<file path="config.mk">
export PLATFORM = sky130hd
export DESIGN_NAME = message_streamer
export DESIGN_NICKNAME = d
export VERILOG_FILES = /design/src/rtl/message_streamer.sv
export SDC_FILE = /design/constraint.sdc
export NUM_CORES = 2
export LEC_CHECK = 0
export ABC_AREA = 1
export BUFFER_PORTS_ARGS = -buffer_cell sky130_fd_sc_hd__buf_4
export CORE_AREA = 2 2 507 509
export CTS_CLUSTER_DIAMETER = 100
export CTS_CLUSTER_SIZE = 16
export DETAILED_ROUTE_END_ITERATION = 8
export DIE_AREA = 0 0 509 511
export GPL_ROUTABILITY_DRIVEN = 0
export PLACE_DENSITY_LB_ADDON = 0.05
export SETUP_SLACK_MARGIN = 0.15
export SYNTH_ARGS = -nofsm -noshare
export SYNTH_HDL_FRONTEND = slang
export SYNTH_SLANG_ARGS = --single-unit
</file>
<file path="constraint.sdc">
create_clock -name clock -period 6.1 [get_ports clock]
set_input_delay 0.915 -clock clock [delete_from_list [all_inputs] [get_ports clock]]
set_output_delay 0.915 -clock clock [all_outputs]
set_load 0.01 [all_outputs]
</file>
<file path="src/rtl/message_streamer.sv">
// Buffers a host-loaded message and streams it to Mining_FSM as SHA-256 padded 32-bit words,
// one word per cycle while the FSM sits in its write state.
module message_streamer #(
  parameter int          DEPTH_LOG2  = 6,
  parameter logic [2:0]  WRITE_STATE = 3'h1,
  parameter logic [15:0] BASE_ADDR   = 16'h0
) (
  input  logic        clock,
  input  logic        reset,
  input  logic        wr_en,
  input  logic [31:0] wr_data,
  input  logic        start,
  input  logic        clear,
  input  logic [2:0]  fsm_state,
  output logic [31:0] message,
  output logic [15:0] indirizzo,
  output logic [8:0]  indirizzo_width,
  output logic        stopw,
  output logic        busy,
  output logic        overflow
);

  // state | meaning
  // IDLE  | accepting host writes, waiting for start
  // SEND  | emitting padded word k on each write-state edge
  // DONE  | all T words delivered, stopw held until clear

  localparam int DEPTH = 1 << DEPTH_LOG2;
  localparam int NW    = DEPTH_LOG2 + 1;
  localparam int KW    = DEPTH_LOG2 + 6;

  typedef enum logic [1:0] {IDLE, SEND, DONE} state_t;

  state_t         state;
  logic [31:0]    mem [DEPTH];
  logic [NW-1:0]  n_words;
  logic [KW-1:0]  k_idx;
  logic [KW-1:0]  t_total;
  logic [KW-1:0]  n_ext;
  logic [KW-1:0]  t_calc;
  logic [31:0]    word_k;
  logic           mem_we;

  assign n_ext  = KW'(n_words);
  // T = 16*ceil((N+3)/16): data + 0x80 marker + two length words, rounded up to a block
  assign t_calc = (n_ext + KW'(18)) & ~KW'(15);
  assign mem_we = (state == IDLE) && wr_en && !clear && !start && (n_words != NW'(DEPTH));

  always_comb begin
    word_k = 32'h0;
    if (k_idx < n_ext)
      word_k = mem[k_idx[DEPTH_LOG2-1:0]];
    else if (k_idx == n_ext)
      word_k = 32'h8000_0000;
    else if (k_idx == t_total - KW'(1))
      word_k = 32'({n_words, 5'b00000});
  end

  always_ff @(posedge clock) begin
    if (mem_we)
      mem[n_words[DEPTH_LOG2-1:0]] <= wr_data;
  end

  always_ff @(posedge clock or negedge reset) begin
    if (!reset) begin
      state           <= IDLE;
      n_words         <= '0;
      k_idx           <= '0;
      t_total         <= '0;
      message         <= 32'h0;
      indirizzo       <= BASE_ADDR;
      indirizzo_width <= 9'd511;
      stopw           <= 1'b0;
      busy            <= 1'b0;
      overflow        <= 1'b0;
    end else if (clear) begin
      state           <= IDLE;
      n_words         <= '0;
      k_idx           <= '0;
      indirizzo       <= BASE_ADDR;
      indirizzo_width <= 9'd511;
      stopw           <= 1'b0;
      busy            <= 1'b0;
      overflow        <= 1'b0;
    end else begin
      case (state)
        IDLE: begin
          if (start) begin
            t_total <= t_calc;
            k_idx   <= '0;
            busy    <= 1'b1;
            state   <= SEND;
          end else if (wr_en) begin
            if (n_words == NW'(DEPTH))
              overflow <= 1'b1;
            else
              n_words <= n_words + NW'(1);
          end
        end
        SEND: begin
          if (k_idx == t_total) begin
            stopw <= 1'b1;
            busy  <= 1'b0;
            state <= DONE;
          end else if (fsm_state == WRITE_STATE) begin
            message         <= word_k;
            indirizzo       <= BASE_ADDR + 16'(k_idx >> 4);
            indirizzo_width <= {~k_idx[3:0], 5'b11111};
            k_idx           <= k_idx + KW'(1);
          end
        end
        DONE: begin
          stopw <= 1'b1;
        end
        default: state <= IDLE;
      endcase
    end
  end

endmodule

</file>
---- Word level (Yosys, flattened, before mapping) ----
Memories as Yosys holds them, arrays and structs flattened.
Index checks and enable logic that the tools add are counted.
word-level totals
  bits of input ports ..................... 40
  bits in registers ....................... 89
  memories kept ........................... 1
  RAM bits ................................ 2048
  output and inout bits ................... 60
  logic and storage cells ................. 97
memory list
  name  depth  bits a word  rd ports  clocked after memory_dff  write ports  line  RTL
  mem   64     32           1         0                         1            35    logic [31:0] mem [DEPTH];
operators by class
  equality and inequality tests ........... 16
  order comparisons ....................... 1
  bitwise operators ....................... 3
  muxes and demuxes ....................... 39
  reduce and logical (&&, ||, !) cells .... 23
  $add $sub $neg .......................... 4
operator list
  operator                                             count
  two-way mux 16 bit                                   4
  two-way mux 32 bit                                   2
  two-way mux 12 bit                                   5
  two-way mux 9 bit                                    4
  two-way mux 7 bit                                    5
  equality test 12 bit                                 2
  case mux 12 bit (2 select lines)                     1
  AND reduction 4 bit                                  4
  adder 12 x 1 -> 12 bit (second input constant)       1
  equality test 12 x 7 -> 1 bit                        1
  < comparator 12 x 7 -> 1 bit                         1
  two-way mux 1 bit                                    12
  != test 3 bit (second input constant)                4
  AND reduction 3 bit                                  4
  subtractor 12 x 1 -> 12 bit (second input constant)  1
  nonzero test 2 bit                                   5
  adder 7 x 5 -> 8 bit (second input constant)         1
  adder 7 x 1 -> 7 bit (second input constant)         1
  equality test 7 bit (second input constant)          1
  != test 7 bit (second input constant)                1
  two-way mux 2 bit                                    3
  != test 2 bit (second input constant)                3
  case mux 2 bit (3 select lines)                      1
  nonzero test 3 bit                                   2
  other kinds (11)                                     17

---- Logic depth before layout (Yosys ltp) ----
  word-level depth ........................ 7
  gate-level depth with buffers ........... 18
  mapped depth without buffers ............ 13

---- Worst setup path after synthesis ----
OpenSTA, ideal clock, no wires.
  path type ............................... input port to flip-flop
  start point ............................. input port start
  end point ............................... memory mem[0][0], enable pin
  stages on the path ...................... 7
  path slack .............................. 2.438 ns
  data required time ...................... 5.679 ns
  path buffers ............................ 0
  library setup time ...................... 0.421 ns
  arrival time ............................ 3.241 ns
  cell sequence ........................... inv_1 > nand2_1 > nor3_1 > o21ai_4 > nor2_8 > nand4_4 > nor2_1
between the ends
  cells in the longest elaborated chain, start to end .. 5
ends and longest elaborated chain
  element                                  line  RTL
  start: declaration                       12    input logic start,
  zero test 1 bit                          47    assign mem_we = (state == IDLE) && wr_en && !clear && !start && (n_words != NW'(DEPTH));
  logical AND 1 bit (2 in a row)           47
  two-way mux 1 bit                        60    if (mem_we)
  two-way mux 1 bit (not written as such)  61    mem[n_words[DEPTH_LOG2-1:0]] <= wr_data;
  end: declaration                         35
No other way between the ends.

---- Worst setup path in the final report ----
  start point ............................. register n_words[0]
  end point ............................... memory mem[16][18], enable pin
between the ends
  cells in the longest elaborated chain, start to end .. 4
ends and longest elaborated chain
  element                                  line  RTL
  start: declaration                       36    logic [NW-1:0] n_words;
  start signal: assignment                 97    n_words <= n_words + NW'(1);
  != test 7 bit                            47
  logical AND 1 bit                        47
  two-way mux 1 bit                        60
  two-way mux 1 bit (not written as such)  61
Several ways; a longest one is shown, not always the timed one.

==> impl_results.md <==
- Slowest stage cell, crit path: nor2_4
- Vias in the first global route: 52768
- Post-synthesis compound-gate area fraction: 3.656%
- #FFs+latches synth: 2120
- Mux share of post-synthesis cell area: 0%
- Average size of a mapped cell: 11.57 sq um
- GRT overflow: 0
- Wire per inst: 26.96 um
- Final hold vios: 0
- Tightest Pin Transition: 1.324 ns
- Pre-CTS setup slack: 1.431 ns
- Final Util: 37.25%
- Crit path DAT: 4.53 ns
- Die height: 511 um
- Crit-path cells: inv_1 > ha_1 > nand3_4 > o21ai_4 > nor2_8 > nand4_4 > nor2_4 > buf_4
- H-tree levels: 4
- Maximum buffer depth of the clock tree: 3
- Post-synthesis cell count: 7453
- Largest area contributor in the synthesized netlist: edfxtp_1
- XOR/XNOR share of the synthesized area: 0.1523%
- GR Util All Layers: 22.17%
- Synth Area in Simple Gates: 19.39%
- WHS: 0.2934 ns
- Nets@finish: 7449
- Final setup margin: 2.026 ns
- Synth-to-Final Area Change: 10.26%
- Hold crit path type: in2reg
- Clk sink count: 2120
- Share of cells above drive strength 1: 6.659%
- Pre-Repair DR Iteration Count: 6
- IO Port Bufs: 86
- CTS root buffer: clkbuf_16
- FP Rows: 186
- Number of remaining DRC errors: 0
- Leakage power: 33.56 nW
- Vias: 55281
- Initial antenna violation count: 14
- CTS clk-pin slew, worst paths: 0.08 ns
- Resize count post-CTS: 0
- Full die area: 260100 sq um
- Starting Density: 33.78%
- Most common cell after layout, fill and taps aside: nand2_1
- RSZ-0062 raised after global routing: no
- CP delay by family, top: simple AND/OR/NAND/NOR gates
- WP buf/inv: 2
- Final setup vio count: 0
- Largest net degree at the start of global routing: 154
- Netlist area before placement: 86250 sq um
- Max-Cap Viols: 0
- Crit share post-route: 66.78%
- Crit-path max FO: 18
- Nature of the critical path endpoint: register
- Routed wire length: 292400 um
- Synth warn: 0
- Worst-Skew Late Latency: 0.81 ns
- Post-CTS setup buffers: 0
- Die width: 509 um
- First-pass GRT wire length: 414300 um
- Antenna viol nets, final: 0
- Max incr delay on CP: 0.82 ns
- Initial DRC Count: 5684
- Most frequent cells in the layout: nand2_1 (2543), edfxtp_1 (2048), nand3_1 (831), nor2_1 (546), o21ai_0 (316)
- Largest family of logic cells by synthesized area: simple AND/OR/NAND/NOR gates
- Setup TNS: 0 ns
- Fin. max-slew vios: 0
- Final Power: 0.02975 W
- Register area share after synthesis: 73.40%
- Setup Skew: 0.03547 ns
- PwrDens: 312.9 nW/um^2
- CP Data Required Time: 6.56 ns
- Peak supply drop: 308.9 uV
- Cts bufs inserted: 152
- Fillers: 24792
- Synth top area share: 71.30%
- Fmax: 0.2455 GHz
- # hold bufs at CTS: 1
- Setup Crit Path Kind: reg2reg
- Yosys cell types: 48
- Ports: 100
- Core area: 255300 sq um
- Startpoint Class: register
- Synth Area in Adders: 0.1886%
- Minimum clock period: 4.074 ns
- Via-to-Cell Ratio: 5.095
- Status: finished, final reports clean
- Worst slew margin: 11.55%
- Hpwl dp: 167900 um
- CTS tree: built
- Synth area leaders: edfxtp_1 (71%), nand2_1 (11%), nand3_1 (4.8%), nor2_1 (2.7%), dfrtp_1 (2.0%)
## state kept, by name, indices dropped and copies added, names as in the netlist, 2 cells and up
| register | cells |
|---|---|
| mem | 2048 |
| indirizzo | 8 |
| t_total | 4 |
| state | 2 |
| n_words | 7 |
| indirizzo_width | 4 |
| k_idx | 12 |
| message | 32 |
## cell type report
type                    instances  area [sq um]  area share, %
flip-flops and latches       2120         63310          66.58
multi-input cells            4726         20730          21.80
well taps                    3384          4234          4.452
clock buffers                 191          3981          4.187
repair buffers                221          1949          2.050
inverters                     175         688.2         0.7236
clock inverters                16         161.4         0.1697
diodes                         16         40.04        0.04210
## routing by layer
layer / up-vias / track usage [%] / part of all wire [%]
met5: - / 0 / 0
met4: 0 / 5.210 / 2.4
met3: 261 / 2.396 / 4.7
met2: 1393 / 32.74 / 43
met1: 28114 / 34.67 / 49
li1: 25513 / - / -
## worst paths after layout
path,end,start,cells after the start,slack [ns]
worst max-delay path,mem[16][18],n_words[0],8,2.03
worst min-delay path,mem[31][0],wr_data[0],1,0.29
worst max register to register,mem[16][18],n_words[0],8,2.03
worst min register to register,busy,busy,2,0.48
max in group asynchronous,message[21],reset,3,4.34
min in group asynchronous,t_total[4],reset,2,0.58
## synth_stat cells, drive strengths merged
library cell / number
a21boi: 9
a21oi: 221
a22o: 11
a22oi: 1
a31oi: 1
buf: 286
bufinv: 1
clkbuf: 157
clkinv: 3
conb: 2
dfrtp: 68
dfstp: 4
edfxtp: 2048
ha: 13
inv: 171
nand2: 2547
nand3: 834
nand3b: 1
nand4: 32
nor2: 616
nor3: 53
nor3b: 3
o211ai: 13
o21a: 2
o21ai: 323
o21bai: 1
o221ai: 7
o22ai: 7
o31ai: 1
o41ai: 1
or2: 1
xnor2: 3
xor2: 12
## through the flow
step / area (sq um) / instances
3_5_place_dp: 90900 / 10625
5_1_grt: 95070 / 10838
4_1_cts: 95060 / 10833
3_3_place_gp: 90900 / 10625
6_report: 95100 / 10849
2_1_floorplan: 86290 / 7464
## logic make-up (layout without fill, tap and decap cells)
kind of cell    count (synthesis)  after routing
compound gates                598            598
other cells                     2             29
fa+ha+maj                      13             13
xor+xnor                       15             15
buf+inv                       618            603
flops                        2120           2120
simple gates                 4087           4087
## where the power goes
part,internal (W),leakage [nW],switching [W]
Clock,0.00460,2.01,0.00513
Sequential,0.0160,19.4,0.000144
Combinational,0.000969,12.2,0.00288
## worst reg2reg max path: cells and delay by family (launching register included)
family,cells,cell delay [ns]
simple gates,4,1.81
buf+inv,2,0.84
flops,1,0.63
fa+ha+maj,1,0.35
compound gates,1,0.08
Power figures use the tool's default switching activity.
